<file path="config.mk">
export PLATFORM = sky130hd
export DESIGN_NAME = uart_rx_monitor_flat
export DESIGN_NICKNAME = d
export VERILOG_FILES = /design/src/rtl/uart_pkg.sv /design/src/rtl/uart_rx_monitor_if.sv /design/src/rtl/sync_fifo.sv /design/src/rtl/uart_rx_monitor.sv /design/src/flat_wrapper.sv
export SDC_FILE = /design/constraint.sdc
export NUM_CORES = 1
export LEC_CHECK = 0
export CORE_MARGIN = 10
export CORE_UTILIZATION = 60
export CTS_CLUSTER_DIAMETER = 30
export CTS_CLUSTER_SIZE = 25
export DETAILED_ROUTE_END_ITERATION = 8
export PLACE_DENSITY_LB_ADDON = 0.2
export SYNTH_ARGS = -nofsm -noshare
export SYNTH_HDL_FRONTEND = slang
export SYNTH_SLANG_ARGS = --single-unit
</file>
<file path="constraint.sdc">
create_clock -name clk -period 3.4 [get_ports clk]
set_input_delay 0.34 -clock clk [delete_from_list [all_inputs] [get_ports clk]]
set_output_delay 0.34 -clock clk [all_outputs]
set_load 0.02 [all_outputs]
</file>
<file path="src/rtl/uart_pkg.sv">
// Shared types and helpers for the UART receive monitor.
package uart_pkg;

   localparam int unsigned UART_DATA_BITS = 8;

   typedef enum logic [1:0] {IDLE, START, DATA, STOP} uart_rx_state_t;

   function automatic int unsigned cycles_per_bit(input int unsigned clk_hz,
                                                  input int unsigned baud);
      return clk_hz / baud;
   endfunction

endpackage

</file>
<file path="src/rtl/uart_rx_monitor_if.sv">
// Valid/ready byte port carrying received bytes out of the monitor FIFO.
interface uart_rx_monitor_if
   import uart_pkg::*;
();

   logic [UART_DATA_BITS-1:0] rdata;
   logic                      rvalid;
   logic                      rready;

   modport master (output rdata, output rvalid, input rready);
   modport slave  (input rdata, input rvalid, output rready);

endinterface

</file>
<file path="src/rtl/sync_fifo.sv">
// First-word fall-through FIFO; pointers carry an extra wrap bit for full/empty.
module sync_fifo #(
   parameter int unsigned WIDTH = 8,
   parameter int unsigned DEPTH = 16
) (
   input  logic             clk,
   input  logic             rst_n,
   input  logic             wr_en_i,
   input  logic [WIDTH-1:0] wr_data_i,
   input  logic             rd_en_i,
   output logic [WIDTH-1:0] rd_data_o,
   output logic             empty_o,
   output logic             full_o
);

   localparam int unsigned AW = $clog2(DEPTH);

   logic [WIDTH-1:0] mem_q [DEPTH];
   logic [AW:0]      wr_ptr_q, wr_ptr_d;
   logic [AW:0]      rd_ptr_q, rd_ptr_d;
   logic             wr_fire;
   logic             rd_fire;

   always_comb begin
      empty_o = (wr_ptr_q == rd_ptr_q);
      full_o  = (wr_ptr_q[AW] != rd_ptr_q[AW]) &&
                (wr_ptr_q[AW-1:0] == rd_ptr_q[AW-1:0]);
      rd_fire = rd_en_i && !empty_o;
      // A pop frees the slot the simultaneous push lands in when full.
      wr_fire = wr_en_i && (!full_o || rd_fire);
      wr_ptr_d = wr_fire ? wr_ptr_q + 1'b1 : wr_ptr_q;
      rd_ptr_d = rd_fire ? rd_ptr_q + 1'b1 : rd_ptr_q;
      rd_data_o = empty_o ? '0 : mem_q[rd_ptr_q[AW-1:0]];
   end

   always_ff @(posedge clk or negedge rst_n) begin
      if (!rst_n) begin
         wr_ptr_q <= '0;
         rd_ptr_q <= '0;
      end else begin
         wr_ptr_q <= wr_ptr_d;
         rd_ptr_q <= rd_ptr_d;
      end
   end

   always_ff @(posedge clk) begin
      if (wr_fire) begin
         mem_q[wr_ptr_q[AW-1:0]] <= wr_data_i;
      end
   end

endmodule

</file>
<file path="src/rtl/uart_rx_monitor.sv">
// 8N1 UART receiver: synchroniser, mid-bit sampling FSM, shift register and
// receive FIFO, with one-cycle framing-error and overrun pulses.
module uart_rx_monitor
   import uart_pkg::*;
#(
   parameter int unsigned CLK_HZ     = 27_000_000,
   parameter int unsigned BAUD       = 115200,
   parameter int unsigned FIFO_DEPTH = 16
) (
   input  logic               clk,
   input  logic               rst_n,
   input  logic               uart_rx,
   uart_rx_monitor_if.master  rx_bus,
   output logic               frame_err,
   output logic               overrun
);

   localparam int unsigned CPB   = cycles_per_bit(CLK_HZ, BAUD);
   localparam int unsigned HALF  = CPB / 2;
   localparam int unsigned CNT_W = $clog2(CPB);

   uart_rx_state_t state_q, state_d;

   logic                      sync1_q, sync2_q, prev_q;
   logic [CNT_W-1:0]          cnt_q, cnt_d;
   logic [2:0]                bit_q, bit_d;
   logic [UART_DATA_BITS-1:0] sh_q, sh_d;
   logic                      ferr_q, ferr_d;
   logic                      ovr_q, ovr_d;
   logic                      fall;
   logic                      sample;
   logic                      push;
   logic                      pop;
   logic                      fifo_empty;
   logic                      fifo_full;

   always_comb begin
      fall   = prev_q && !sync2_q;
      sample = (state_q == START) ? (cnt_q == CNT_W'(HALF - 1))
                                  : (cnt_q == CNT_W'(CPB - 1));
      pop    = rx_bus.rvalid && rx_bus.rready;
   end

   always_ff @(posedge clk or negedge rst_n) begin
      if (!rst_n) begin
         state_q <= IDLE;
      end else begin
         state_q <= state_d;
      end
   end

   always_comb begin
      state_d = state_q;
      unique case (state_q)
         IDLE:  if (fall) state_d = START;
         START: if (sample) state_d = sync2_q ? IDLE : DATA;
         DATA:  if (sample && bit_q == 3'd7) state_d = STOP;
         STOP:  if (sample) state_d = IDLE;
         default: state_d = IDLE;
      endcase
   end

   always_comb begin
      cnt_d  = cnt_q + 1'b1;
      bit_d  = bit_q;
      sh_d   = sh_q;
      push   = 1'b0;
      ferr_d = 1'b0;
      ovr_d  = 1'b0;
      unique case (state_q)
         IDLE: begin
            cnt_d = '0;
            if (fall) bit_d = '0;
         end
         START: begin
            if (sample) cnt_d = '0;
         end
         DATA: begin
            if (sample) begin
               cnt_d = '0;
               sh_d  = {sync2_q, sh_q[UART_DATA_BITS-1:1]};
               bit_d = bit_q + 1'b1;
            end
         end
         STOP: begin
            if (sample) begin
               cnt_d = '0;
               if (!sync2_q) begin
                  ferr_d = 1'b1;
               end else if (!fifo_full || pop) begin
                  push = 1'b1;
               end else begin
                  ovr_d = 1'b1;
               end
            end
         end
         default: cnt_d = '0;
      endcase
   end

   always_ff @(posedge clk or negedge rst_n) begin
      if (!rst_n) begin
         sync1_q <= 1'b1;
         sync2_q <= 1'b1;
         prev_q  <= 1'b1;
         cnt_q   <= '0;
         bit_q   <= '0;
         sh_q    <= '0;
         ferr_q  <= 1'b0;
         ovr_q   <= 1'b0;
      end else begin
         sync1_q <= uart_rx;
         sync2_q <= sync1_q;
         prev_q  <= sync2_q;
         cnt_q   <= cnt_d;
         bit_q   <= bit_d;
         sh_q    <= sh_d;
         ferr_q  <= ferr_d;
         ovr_q   <= ovr_d;
      end
   end

   assign frame_err     = ferr_q;
   assign overrun       = ovr_q;
   assign rx_bus.rvalid = !fifo_empty;

   sync_fifo #(
      .WIDTH (UART_DATA_BITS),
      .DEPTH (FIFO_DEPTH)
   ) u_fifo (
      .clk       (clk),
      .rst_n     (rst_n),
      .wr_en_i   (push),
      .wr_data_i (sh_q),
      .rd_en_i   (rx_bus.rready),
      .rd_data_o (rx_bus.rdata),
      .empty_o   (fifo_empty),
      .full_o    (fifo_full)
   );

endmodule

</file>
<file path="src/flat_wrapper.sv">
// flat-port wrapper written by rule: the top's interface ports become plain ports
module uart_rx_monitor_flat import uart_pkg::*;
#(
   parameter int unsigned CLK_HZ     = 27_000_000,
   parameter int unsigned BAUD       = 115200,
   parameter int unsigned FIFO_DEPTH = 16
)
  (clk, rst_n, uart_rx, frame_err, overrun, rx_bus_rdata, rx_bus_rvalid, rx_bus_rready);
  uart_rx_monitor_if rx_bus_i ();
  input  logic clk;
  input  logic rst_n;
  input  logic uart_rx;
  output logic frame_err;
  output logic overrun;
  output wire logic [$bits(rx_bus_i.rdata)-1:0] rx_bus_rdata;
  output wire logic [$bits(rx_bus_i.rvalid)-1:0] rx_bus_rvalid;
  input wire logic [$bits(rx_bus_i.rready)-1:0] rx_bus_rready;
  assign rx_bus_rdata = rx_bus_i.rdata;
  assign rx_bus_rvalid = rx_bus_i.rvalid;
  assign rx_bus_i.rready = rx_bus_rready;
  uart_rx_monitor #(.CLK_HZ(CLK_HZ), .BAUD(BAUD), .FIFO_DEPTH(FIFO_DEPTH)) u_core (.clk(clk), .rst_n(rst_n), .uart_rx(uart_rx), .rx_bus(rx_bus_i), .frame_err(frame_err), .overrun(overrun));
endmodule
</file>
==> flow_summary.yaml <==
status:
  status: "complete, no violations"
worst_setup_path:
  worstSetupPathDepth: 5
  critical_path.endpoint: "rx_bus_rdata[4]"
  crit_buf_inv: 2
  crit_path_cell_trace: "buf_12, mux4_2, a22oi_1, a21oi_1, clkdlybuf4s50_1"
  path_class: "register to primary output"
  crit_start: "u_core.u_fifo.rd_ptr_q[1]$_DFFE_PN0P_"
  crit_family: "buffers and inverters"
  rr_endpoint: "u_core.u_fifo.mem_q[9][6]$_DFFE_PP_"
  crit_required_ns: 3.06
  worstPathArrival_ns: 2.90
  crit_path_start_kind: "register"
  critical_path.endpoint_type: "primary output"
  rr_startpoint: "u_core.cnt_q[1]$_DFF_PN0_"
  r2r_setup_slack_ns: 0.83
  cpPeakStageDelay_ns: 0.72
  ff2ff_path_depth: 5
  path_max_fanout: 25
  slowest_stage: "dfrtp_1"
clocking:
  clk_pin_slew_ns: 0.06
  cts_made_buffers: 17
  post-cts-setup-buffers: 0
  cts_buffer_depth: 2
  htreeDepth: 4
  cts_resized: 0
  clock_latency_ns: 0.53
  cts_tree: "yes"
  cts_num_sinks: 164
  cts_root_buf: "clkbuf_8"
die:
  io_pins: 15
  die_y_um: 125
  die_x_um: 125
  dieArea_mm2: 0.0157
  core_mm2: 0.0108
  start_util_pct: 61.5
  row_count: 38
yosys:
  syn-num-nets: 389
  yosys_warnings: 0
  yosysTopAreaCellShare_pct: 57.6
  synth_cell_types: 42
  syn-cell-area_mm2: 0.00667
  syn_area_per_cell_um2: 17.7
  synth_area_leaders: "edfxtp_1 58%, dfrtp_1 12%, mux4_2 11%, a22oi_1 1.8%, mux2_2 1.7%"
  ys_seq_area_share_pct: 71.2
  ys_ff_latch: 164
  yosys.area.top_type: "edfxtp_1"
  synthCells: 377
drt:
  routed_wirelength_mm: 13.2
  wire_per_inst_um: 23.4
  drtIter0Drc: 396
  antenna_left: 0
  viasPerCell: 6.21
  vias: 3501
  dr.pass1.iters: 7
  drc_errors: 0
finish:
  drive_gt1_share_pct: 25.0
  layout.nets: 423
  area_delta_synth_final_pct: 14.7
  antenna_cells: 0
  final_area_mm2: 0.00765
  finalNonFillerCells: 564
global_routing:
  grt_max_degree: 37
  grt_pass1_vias: 3582
  antenna_found_initial: 0
  grt-ovfl-total: 0
  grt.total_usage_pct: 17.3
  grt_pass1_wl_mm: 20.9
sta:
  max_slew_margin_pct: 45.1
  final-hold-violation-count: 0
  clock_skew_ns: 0.0106
  finalSetupViolations: 0
  hold-worst-slack_ns: 0.215
  rsz0062_at_grt: "no"
  worstMarginPinSlew_ns: 0.821
  finalCritPeriodShare_pct: 95.3
  drv_slew: 0
  tns_ns: 0
  period_needed_ns: 3.24
  max_freq_mhz: 309
placement:
  io_buffers: 14
  place_congestion: 0.788
  hpwlAfterDp_mm: 8.24
  place_area_mm2: 0.00705
  dp_cells: 531
run:
  drv_cap: 0
hold_path:
  hold_class: "input port to register"
  min_from: "uart_rx"
power:
  fin_total_pwr_w: 0.00549
  leakage_nw: 2.40
  p_per_area_mw_per_mm2: 717
  max-vdd-ir-drop_v: 0.000454
Yosys cell counts, drive strengths merged:
cell type	instances
nand4	5
o22ai	1
nor3	16
nor2	13
nand3b	1
nor4	2
a21oi	13
a211o	1
xor2	12
or3	1
nand2b	5
ha	8
edfxtp	128
inv	6
mux4	32
dfrtp	33
a22oi	16
a21bo	1
mux2i	1
or4	1
nand4bb	1
o31a	1
nand2	14
a2111o	1
dfstp	3
buf	10
and2	3
nand3	8
clkbuf	11
a211oi	1
xnor2	6
nor2b	3
o21ai	4
mux2	11
a2111oi	2
nor3b	1
a21boi	1
cells in the final DEF, fill, tap and decap left out, drive strengths merged, types with 2 or more instances in the layout:
cell type,n
mux2,11
nor2b,3
nor4,2
nand2b,5
nand3,8
xor2,12
a2111oi,2
ha,8
and2,3
buf,22
clkinv,4
xnor2,6
edfxtp,128
a21oi,13
a22oi,16
nand4,5
nand2,14
nor2,13
dfrtp,33
inv,10
clkinvlp,2
o21ai,4
mux4,32
nor3,16
dfstp,3
clkbuf,22
clkdlybuf4s50,13
what timing repair did:
action	4_1_cts	5_1_grt
setup endpoints to repair	0	0
hold buffers	1	0
endpoints found under the hold margin	33	0
worst reg2reg max path, stage by stage (launching register included):
cell	delay, ns
dfrtp_1	0.41
nand3b_1	0.24
or4_4	0.58
a211o_1	0.48
nor3_1	0.32
buf_4	0.24
logic make-up (layout without fill, tap and decap cells):
kind of cell / Yosys count / count (layout) / share of synthesized area, %
simple gates: 74 / 74 / 5.70
buf+inv: 27 / 74 / 1.95
xor+xnor: 18 / 18 / 2.36
compound gates: 42 / 42 / 4.43
flops: 164 / 164 / 71.2
mux: 44 / 44 / 12.9
fa+ha+maj: 8 / 8 / 1.50
metrics by stage:
step | util, % | setup WS, ns
floorplan | - | 0.574
finish | 70.6 | 0.159
CTS | 70.6 | 0.119
global placement | 65.0 | 0.743
detailed placement | 65.0 | 0.711
global route | 70.6 | 0.0380
state kept, by name, indices dropped and copies added (netlist names), named ones only:
name and count:
u_core.state_q 1, u_core.overrun 1, u_core.u_fifo.mem_q 128, u_core.sh_q 8
u_core.u_fifo.wr_ptr_q 5, u_core.frame_err 1, u_core.sync1_q 1, u_core.bit_q 3
u_core.cnt_q 8, u_core.sync2_q 1, u_core.u_fifo.rd_ptr_q 5, u_core.prev_q 1
worst min-delay path by stage:
| stage | end | depth (start not counted) | slack (ns) |
|---|---|---|---|
| floorplan | async pin | 0 | 0.04 |
| global placement | u_core.sync2_q$_DFF_PN1_ | 0 | 0.35 |
| detailed placement | u_core.sync2_q$_DFF_PN1_ | 0 | 0.35 |
| CTS | u_core.sync1_q$_DFF_PN1_ | 1 | 0.19 |
| global route | u_core.sync1_q$_DFF_PN1_ | 1 | 0.19 |
| finish | u_core.sync1_q$_DFF_PN1_ | 1 | 0.22 |
area by class of cell:
type	count	area [um2]
timing repair buffer	36	315
tap	140	175
fill	679	3190
inverter	6	22.5
multi-input combinational	186	1800
clock inverter	10	83.8
sequential	164	4750
clock buffer	22	507
where the power goes:
| group | switching (W) | internal, W | total, W |
|---|---|---|---|
| clock network | 0.000784 | 0.00106 | 0.00185 |
| logic | 0.000686 | 0.000604 | 0.00129 |
| registers | 0.000138 | 0.00221 | 0.00235 |
| total | 0.00161 | 0.00388 | 0.00549 |
per-layer routing:
layer  share of wire, %  GRT usage, %  wire, um
met1                 40          21.9      5240
met2                 51          27.6      6770
met4                1.2          5.49       159
met3                7.8          5.62      1020
met5                  0             0         0
(Power assumes the default switching activity.)
==> RTL change (same settings) <==
Make the reset (`rst_n`) synchronous in 3 clocked blocks.
--- a/src/rtl/sync_fifo.sv
+++ b/src/rtl/sync_fifo.sv
@@ -33,7 +33,7 @@
       rd_data_o = empty_o ? '0 : mem_q[rd_ptr_q[AW-1:0]];
    end
 
-   always_ff @(posedge clk or negedge rst_n) begin
+   always_ff @(posedge clk) begin
       if (!rst_n) begin
          wr_ptr_q <= '0;
          rd_ptr_q <= '0;
--- a/src/rtl/uart_rx_monitor.sv
+++ b/src/rtl/uart_rx_monitor.sv
@@ -41,7 +41,7 @@
       pop    = rx_bus.rvalid && rx_bus.rready;
    end
 
-   always_ff @(posedge clk or negedge rst_n) begin
+   always_ff @(posedge clk) begin
       if (!rst_n) begin
          state_q <= IDLE;
       end else begin
@@ -98,7 +98,7 @@
       endcase
    end
 
-   always_ff @(posedge clk or negedge rst_n) begin
+   always_ff @(posedge clk) begin
       if (!rst_n) begin
          sync1_q <= 1'b1;
          sync2_q <= 1'b1;
Check against the original RTL: no difference found for any inputs over 10 cycles, from zero or initial values and one cycle with rst_n low; that may be too few to reach the edited logic, so the function may still have changed.
==> RTL change against the unedited design <==
  * Sequential share of layout area decreased by 1.4 points
  * Routed wire length decreased by 0.49%
  * Critical path type unchanged
  * Setup slack improved by 0.25 ns
  * Die area increased by 2.8%
  * Cell count increased by 6.4%
  * Synthesized cell count increased by 14%
  * Sequential cell count increased by 4
  * Count of clock-buffer cells in the layout increased by 5
  * Non-clock buffer count decreased by 14
  * Final area increased by 0.13%
  * Utilization decreased by 2.9 points
  * Area after synthesis increased by 3.4%
Power is not compared: it rests on default switching activity, and its combinational part moved more than twofold at a synthesized area within 25%.
==> RTL change: results (changes against the unedited design) <==
RUN_STATUS='finished, final reports clean'  # unchanged
SYNTH_NETS=440  # was 389
SYNTH.YOSYS.SEQ_AREA_SHARE_PCT=67.37  # was 71.19%
FIRST_GLOBAL_VIAS=3717  # was 3582
GP_CONGESTION=0.8150  # was 0.7879
ROUTE.DETAILED.VIAS_PER_INST=6.203  # was 6.207
ASYNC_SR_FLOP_FRACTION_PCT=0  # was 21.95%
FINAL.FILL_COUNT=771  # was 679
DETAIL_ROUTE.FIRST_PASS.ITERATIONS=5  # was 7
DRT_ITER0_DRC=435  # was 396
YOSYS.AREA.TOP_TYPE_SHARE_PCT=55.75  # was 57.63%
LARGEST_NET_DEGREE_AT_THE_START_OF_GLOBAL_ROUTING=36  # was 37
MIN-DELAY-PATH-CLASS='reg -> reg'  # was in -> reg
YOSYS-TOP-CELLS-COUNT='sky130_fd_sc_hd__edfxtp_1 (128), sky130_fd_sc_hd__dfxtp_1 (40), sky130_fd_sc_hd__nand2_1 (39), sky130_fd_sc_hd__mux4_2 (32), sky130_fd_sc_hd__a22oi_1 (16)'  # was sky130_fd_sc_hd__edfxtp_1 (128), sky130_fd_sc_hd__dfrtp_1 (33), sky130_fd_sc_hd__mux4_2 (32), sky130_fd_sc_hd__a22oi_1 (16), sky130_fd_sc_hd__nor3_1 (16)
SLEW_HEADROOM_PCT=44.40  # was 45.06%
ROOT_BUFFER='sky130_fd_sc_hd__clkbuf_16'  # was sky130_fd_sc_hd__clkbuf_8
YS_FF_LATCH=168  # was 164
NUM-NETS-FINAL=456  # was 423
R2R_END='u_core.u_fifo.mem_q[8][5]$_DFFE_PP_'  # was u_core.u_fifo.mem_q[9][6]$_DFFE_PP_
HOLD_PATH.STARTPOINT='u_core.sync1_q$_SDFF_PN1_'  # was uart_rx
FINISH.UTILIZATION_PCT=67.67  # was 70.58%
LAYOUT-DRIVE-GT1-SHARE_PCT=16.85  # was 25.00%
CRIT_FANOUT=32  # was 25
STANDARD_CELL_AREA_AFTER_DETAILED_PLACEMENT_SQ_MM=0.007129  # was 0.007051 sq mm
CRIT_SLOWEST_CELL='sky130_fd_sc_hd__clkdlybuf4s50_1'  # was sky130_fd_sc_hd__dfrtp_1
FF2FF_SETUP_SLACK_NS=0.92  # was 0.83 ns
R2R_START='u_core.u_fifo.wr_ptr_q[2]$_SDFFE_PN0P_'  # was u_core.cnt_q[1]$_DFF_PN0_
RTL change: cell count changes in the layout (fill, tap and decap cells not counted), moves of 6 or more:
cell | unedited run | this run
sky130_fd_sc_hd__nand2b_1 | 5 | 11
sky130_fd_sc_hd__a21boi_0 | 1 | 9
sky130_fd_sc_hd__dfrtp_1 | 32 | 0
sky130_fd_sc_hd__buf_4 | 20 | 6
sky130_fd_sc_hd__nand2_1 | 14 | 39
sky130_fd_sc_hd__clkbuf_1 | 1 | 7
sky130_fd_sc_hd__mux2i_1 | 1 | 12
sky130_fd_sc_hd__xor2_1 | 12 | 6
sky130_fd_sc_hd__dfxtp_1 | 0 | 39
sky130_fd_sc_hd__nor3_1 | 16 | 3
sky130_fd_sc_hd__mux2_2 | 10 | 0
sky130_fd_sc_hd__and3_1 | 0 | 13
RTL change: worst max-delay path by stage:
stage / to / cells past startpoint / slack, ns
floorplan: u_core.u_fifo.mem_q[11][0]$_DFFE_PP_ / 6 / 1.43
global placement: rx_bus_rdata[1] / 5 / 0.69
detailed placement: rx_bus_rdata[3] / 5 / 0.58
CTS: rx_bus_rdata[1] / 5 / 0.09
global route: rx_bus_rdata[1] / 4 / 0.30
finish: rx_bus_rdata[3] / 5 / 0.41
RTL change: cell families after synthesis:
group,count (synthesis),synth area share (%)
fa+ha+maj,8,1.452
xor+xnor,10,1.379
mux,44,12.20
flops,168,67.37
compound gates,53,5.862
simple gates,116,9.274
buf+inv,29,2.468
RTL change: stage by stage:
stage               total power, W  worst slack, ns  hold slack (ns)  std cells
finish                    0.003887           0.4119           0.4134        600
CTS                       0.003909          0.08680           0.4175        598
detailed placement        0.002250           0.5790           0.4044        566
global placement          0.002249           0.6921           0.3967        566
global route              0.004003           0.3011           0.4560        600
floorplan                 0.002243            1.426           0.3863        428
RTL change: area by class of cell:
type                       count  share of cell area, %
sequential                   168                  60.64
inverter                       4                 0.1960
clock inverter                 5                 0.3103
timing repair buffer          22                  2.940
multi-input combinational    231                  27.14
clock buffer                  27                  6.435
tap                          143                  2.335
RTL change: power by group:
part           leakage, nW   total, W  switching [W]  internal (W)
combinational        0.728  0.0000220      0.0000118     0.0000102
sequential            1.51    0.00218     0.00000396       0.00218
clock                0.257    0.00168       0.000697      0.000984
RTL change: per-layer routing:
metal  part of all wire [%]  routed length [um]  GRT usage, %
met1                     41                5344         21.92
met2                     50                6611         26.91
met3                    6.6                 866         3.929
met4                    2.3                 302         7.435
met5                      0                   0             0
RTL change: what timing repair did:
item / 4_1_cts / 5_1_grt
hold buffers: 0 / 0
endpoints found under the setup margin: 0 / 7
buffers inserted: 0 / 2
endpoints found under the hold margin: 0 / 0
